--- src/rtl/seq_mag_comparator.sv ---
// Bit-serial MSB-first magnitude comparator (unsigned / two's complement) with an h/e/l result.
// Optional macro SEQ_CMP_EARLY_EXIT_EN ends the run on the first differing bit.
module seq_mag_comparator #(
   parameter int WIDTH = 8
) (
   input  logic             clk,
   input  logic             rst,
   input  logic             start,
   input  logic             signed_mode,
   input  logic [WIDTH-1:0] a,
   input  logic [WIDTH-1:0] b,
   output logic             busy,
   output logic             done,
   output logic             h,
   output logic             e,
   output logic             l
);

   localparam int IDX_W = (WIDTH > 1) ? $clog2(WIDTH) : 1;

   typedef enum logic [1:0] {S_IDLE, S_RUN, S_DONE} state_t;

   state_t           r_state;
   state_t           w_next;
   logic [WIDTH-1:0] r_a;
   logic [WIDTH-1:0] r_b;
   logic [IDX_W-1:0] r_idx;
   logic             r_signed;
   logic             r_decided;
   logic             r_gt;
   logic             r_h;
   logic             r_e;
   logic             r_l;

   logic w_abit;
   logic w_bbit;
   logic w_diff;
   logic w_msb;
   logic w_bit_gt;
   logic w_dec;
   logic w_gt;
   logic w_last;

   assign w_abit   = r_a[r_idx];
   assign w_bbit   = r_b[r_idx];
   assign w_diff   = w_abit ^ w_bbit;
   assign w_msb    = (r_idx == IDX_W'(WIDTH - 1));
   // A differing sign bit reverses the order: the operand with sign 0 is larger
   assign w_bit_gt = (w_msb && r_signed) ? w_bbit : w_abit;
   assign w_dec    = r_decided | w_diff;
   assign w_gt     = r_decided ? r_gt : w_bit_gt;

`ifdef SEQ_CMP_EARLY_EXIT_EN
   assign w_last = (r_idx == '0) || w_diff;
`else
   assign w_last = (r_idx == '0);
`endif

   always_ff @(posedge clk or posedge rst) begin
      if (rst) begin
         r_state <= S_IDLE;
      end else begin
         r_state <= w_next;
      end
   end

   always_comb begin
      w_next = r_state;
      busy   = 1'b0;
      done   = 1'b0;
      case (r_state)
         S_IDLE: begin
            if (start) begin
               w_next = S_RUN;
            end
         end
         S_RUN: begin
            busy = 1'b1;
            if (w_last) begin
               w_next = S_DONE;
            end
         end
         S_DONE: begin
            done   = 1'b1;
            w_next = S_IDLE;
         end
         default: begin
            w_next = S_IDLE;
         end
      endcase
   end

   always_ff @(posedge clk or posedge rst) begin
      if (rst) begin
         r_a       <= '0;
         r_b       <= '0;
         r_idx     <= '0;
         r_signed  <= 1'b0;
         r_decided <= 1'b0;
         r_gt      <= 1'b0;
         r_h       <= 1'b0;
         r_e       <= 1'b0;
         r_l       <= 1'b0;
      end else begin
         case (r_state)
            S_IDLE: begin
               if (start) begin
                  r_a       <= a;
                  r_b       <= b;
                  r_signed  <= signed_mode;
                  r_idx     <= IDX_W'(WIDTH - 1);
                  r_decided <= 1'b0;
                  r_gt      <= 1'b0;
               end
            end
            S_RUN: begin
               r_decided <= w_dec;
               r_gt      <= w_gt;
               if (r_idx != '0) begin
                  r_idx <= r_idx - IDX_W'(1);
               end
               // Result registers change only at completion and hold across new starts
               if (w_last) begin
                  r_h <= w_dec & w_gt;
                  r_e <= ~w_dec;
                  r_l <= w_dec & ~w_gt;
               end
            end
            default: begin
            end
         endcase
      end
   end

   assign h = r_h;
   assign e = r_e;
   assign l = r_l;

endmodule

--- config.mk ---
export PLATFORM = sky130hd
export DESIGN_NAME = seq_mag_comparator
export DESIGN_NICKNAME = d
export VERILOG_FILES = /design/src/rtl/seq_mag_comparator.sv
export SDC_FILE = /design/constraint.sdc
export NUM_CORES = 1
export LEC_CHECK = 0
export ABC_AREA = 1
export BUFFER_PORTS_ARGS = -buffer_cell sky130_fd_sc_hd__buf_2
export CAP_MARGIN = 40
export CORE_MARGIN = 1
export CORE_UTILIZATION = 35
export DETAILED_ROUTE_END_ITERATION = 8
export RECOVER_POWER = 25
export SYNTH_ARGS = -nofsm -noshare
export SYNTH_HDL_FRONTEND = slang
export SYNTH_SLANG_ARGS = --single-unit
--- constraint.sdc ---
create_clock -name clk -period 5.27 [get_ports clk]
set_clock_uncertainty 0.2 [all_clocks]
set_input_delay 0.527 -clock clk [delete_from_list [all_inputs] [get_ports clk]]
set_output_delay 0.527 -clock clk [all_outputs]
set_load 0.02 [all_outputs]
==> reports/qor.json <==
{
  "global_route": {
    "grt_antenna_before_repair": 0,
    "grt_overflow": 0,
    "grt.total_usage_pct": 14.6,
    "grt.met1_usage_pct": 19.4,
    "grt_first_pass_wirelength_mm": 4.87,
    "grt_use_met3_pct": 2.26,
    "gr-usage-met2_pct": 24.4,
    "grt-busiest-layer": "met2",
    "first_global_vias": 1144,
    "grt_max_degree": 31
  },
  "setup_path": {
    "critical_path_arrival_ps": 1990,
    "critical_path.startpoint_type": "flip-flop",
    "critical_path_required_ps": 5270,
    "worstPathMaxFanout": 12,
    "critical_path.endpoint_type": "flip-flop",
    "critPathKind": "flip-flop to flip-flop"
  },
  "clock_network": {
    "cts.root.buffer_cell": "sky130_fd_sc_hd__clkbuf_8",
    "clock_latency_on_the_worst_skew_pair_ps": 270,
    "clockBufferDepth": 2,
    "post_cts_resized": 0,
    "tritoncts": "built",
    "clock_tree.htree_level_count": 1,
    "holdBufCountCts": 0,
    "cts_post_setup_buffers_inserted": 0,
    "numClockSinks": 27,
    "tritoncts.num_buffers": 3,
    "clkTransAtPathRegs_ps": 100
  },
  "synth": {
    "count_of_flip_flops_with_a_built_in_enable_after_synthesis": 0,
    "syn-cell-area_um2": 1400,
    "cell_count_after_synthesis": 175,
    "proportion_of_synthesized_flip_flops_having_asynchronous_set_or_reset_pct": 100,
    "post_synth_num_cell_types": 20,
    "synth_commonest_cells": "sky130_fd_sc_hd__nand2_1, sky130_fd_sc_hd__dfrtp_1, sky130_fd_sc_hd__inv_1",
    "yosys_warnings": 0,
    "synth_seq_cells": 27,
    "syn_area_per_cell_um2": 7.99,
    "total_nets_after_synthesis": 198,
    "netlist_top_cells_area": "sky130_fd_sc_hd__dfrtp_1, sky130_fd_sc_hd__nand2_1, sky130_fd_sc_hd__nand3_2",
    "synth_largest_type_area_fraction_pct": 48.3,
    "synthDominantAreaCellType": "sky130_fd_sc_hd__dfrtp_1",
    "ys_seq_area_share_pct": 48.3,
    "synth.most_common_cell": "sky130_fd_sc_hd__nand2_1",
    "postSynth.topFlopCell": "sky130_fd_sc_hd__dfrtp_1"
  },
  "drt": {
    "firstDrtPassIters": 4,
    "via_density": 4.52,
    "post-route-drc-count": 0,
    "routed_wl_mm": 2.64,
    "initialDrtViolationCount": 63,
    "ant_nets": 0,
    "detailroute.via_count": 1112,
    "wire_per_inst_um": 10.7
  },
  "place": {
    "port-buffer-count": 24,
    "place.gp.congestion": 0.786,
    "placedInstanceArea_um2": 1570,
    "numPlacedInstances": 242,
    "hpwl_mm": 1.94
  },
  "floorplanning": {
    "design.core.area_um2": 3740,
    "die-area_um2": 4250,
    "floorplan.die.height_um": 65.2,
    "floorplan.io_pins": 25,
    "core.rowCount": 22,
    "fp.dieW_um": 65.2,
    "initial_core_util_pct": 37.4
  },
  "sta": {
    "finalHoldViolCount": 0,
    "min_period_over_period_pct": 37.7,
    "setup_total_negative_slack_ps": 0,
    "slew_violations": 0,
    "finalSetupViolations": 0,
    "rsz_0062_raised_after_global_routing": "no",
    "minimum_period_implied_by_the_final_worst_setup_slack_ps": 1980,
    "worst_pin_slew_ps": 781,
    "max_freq_mhz": 504,
    "relSlewSlack_pct": 47.9
  },
  "power_and_ir_drop": {
    "vdd.ir_drop.worst_v": 0.000159,
    "p_per_area_nw_per_um2": 591,
    "leakagePower_nw": 0.858,
    "power_mw": 0.941
  },
  "finish": {
    "seqCellArea_um2": 676,
    "filler_cell_count": 408,
    "layout.cell_area.non_filler_um2": 1590,
    "drive_above_1_share_pct": 22.7,
    "final_cell_count_no_fill": 246,
    "final_net_count": 222,
    "multi_input_area_um2": 592,
    "areaGrowthSynthToFinish_pct": 13.9,
    "insertedDiodeCount": 0
  },
  "flow_run": {
    "drv.max_cap_violation_count": 0
  },
  "run_status": {
    "status": "complete, no violations"
  },
  "min_path": {
    "worst_min_delay_path_class": "input pin to async pin"
  }
}
[through the flow]
step,utilization (%),hold WS [ps],setup WS [ps]
2_1_floorplan,-,249,3570
3_3_place_gp,41.1,267,3300
3_5_place_dp,41.9,267,3260
4_1_cts,43.2,106,3290
5_1_grt,42.5,83.1,3060
6_report,42.5,43.8,3290
[cell usage in the layout (no fill, tap or decap), types with 2 or more instances in the layout]
cell                       Yosys  final
sky130_fd_sc_hd__nand2_2       4      4
sky130_fd_sc_hd__clkbuf_8      0      3
sky130_fd_sc_hd__nand2_1      64     64
sky130_fd_sc_hd__buf_2         1     24
sky130_fd_sc_hd__dfrtp_1      27     27
sky130_fd_sc_hd__nand3_2       9      9
sky130_fd_sc_hd__nand3_1       8      8
sky130_fd_sc_hd__a21oi_2       2      2
sky130_fd_sc_hd__o21ai_1       3      3
sky130_fd_sc_hd__nor2_1        5      5
sky130_fd_sc_hd__o21ai_0      16     16
sky130_fd_sc_hd__inv_1        22     22
sky130_fd_sc_hd__ha_1          3      3
[layout make-up]
class,instances,share of cell area [%]
inverters,24,5.81
flip-flops and latches,27,42.4
clock buffers,3,2.59
well taps,48,3.77
repair buffers,25,7.78
multi-input cells,118,37.2
clock inverters,1,0.471
[power by group]
part	total [mW]	internal (mW)	switching (mW)
sequential	0.373	0.303	0.0701
combinational	0.448	0.161	0.286
clock	0.120	0.0537	0.0658
[sequential cells by signal (all words and copies together), names as in the netlist]
register / flops
r_a: 8
e: 1
r_decided: 1
r_state: 2
r_signed: 1
r_b: 8
r_idx: 3
r_gt: 1
l: 1
h: 1
[logic make-up (layout without fill, tap and decap cells)]
| family | Yosys count | count (layout) | share of synthesized area [%] |
|---|---|---|---|
| compound gates | 23 | 23 | 9.03 |
| xor+xnor | 1 | 1 | 0.626 |
| fa+ha+maj | 3 | 3 | 2.68 |
| buf+inv | 30 | 53 | 9.39 |
| flops | 27 | 27 | 48.3 |
| simple gates | 91 | 91 | 30.0 |
[critical path, stage by stage (launching register included)]
cell,delay [ps]
sky130_fd_sc_hd__dfrtp_1,600
sky130_fd_sc_hd__inv_4,140
sky130_fd_sc_hd__ha_1,220
sky130_fd_sc_hd__inv_1,70
sky130_fd_sc_hd__nor2_1,40
sky130_fd_sc_hd__o21ai_1,360
sky130_fd_sc_hd__o21ai_0,170
sky130_fd_sc_hd__o21ai_0,100
[layer usage]
| layer | share of wire, % | vias to the layer above |
|---|---|---|
| met3 | 3.1 | 4 |
| met2 | 46 | 17 |
| met5 | 0 | - |
| met1 | 50 | 507 |
| met4 | 1.1 | 0 |
| li1 | - | 584 |
[path summary, 6_finish.rpt]
kind / startpoint / endpoint / slack [ps] / cells after the start
hold reg to reg: l$_DFFE_PP0P_ / l$_DFFE_PP0P_ / 280 / 2
setup / recovery: r_idx[0]$_DFFE_PP0P_ / r_idx[2]$_DFFE_PP0P_ / 3290 / 7
min in group clk: b[6] / r_b[6]$_DFFE_PP0P_ / 240 / 3
max in group asynchronous: rst / e$_DFFE_PP0P_ / 3770 / 3
hold / removal: rst / r_a[3]$_DFFE_PP0P_ / 40 / 2
setup reg to reg: r_idx[0]$_DFFE_PP0P_ / r_idx[2]$_DFFE_PP0P_ / 3290 / 7
(Power assumes the default switching activity.)
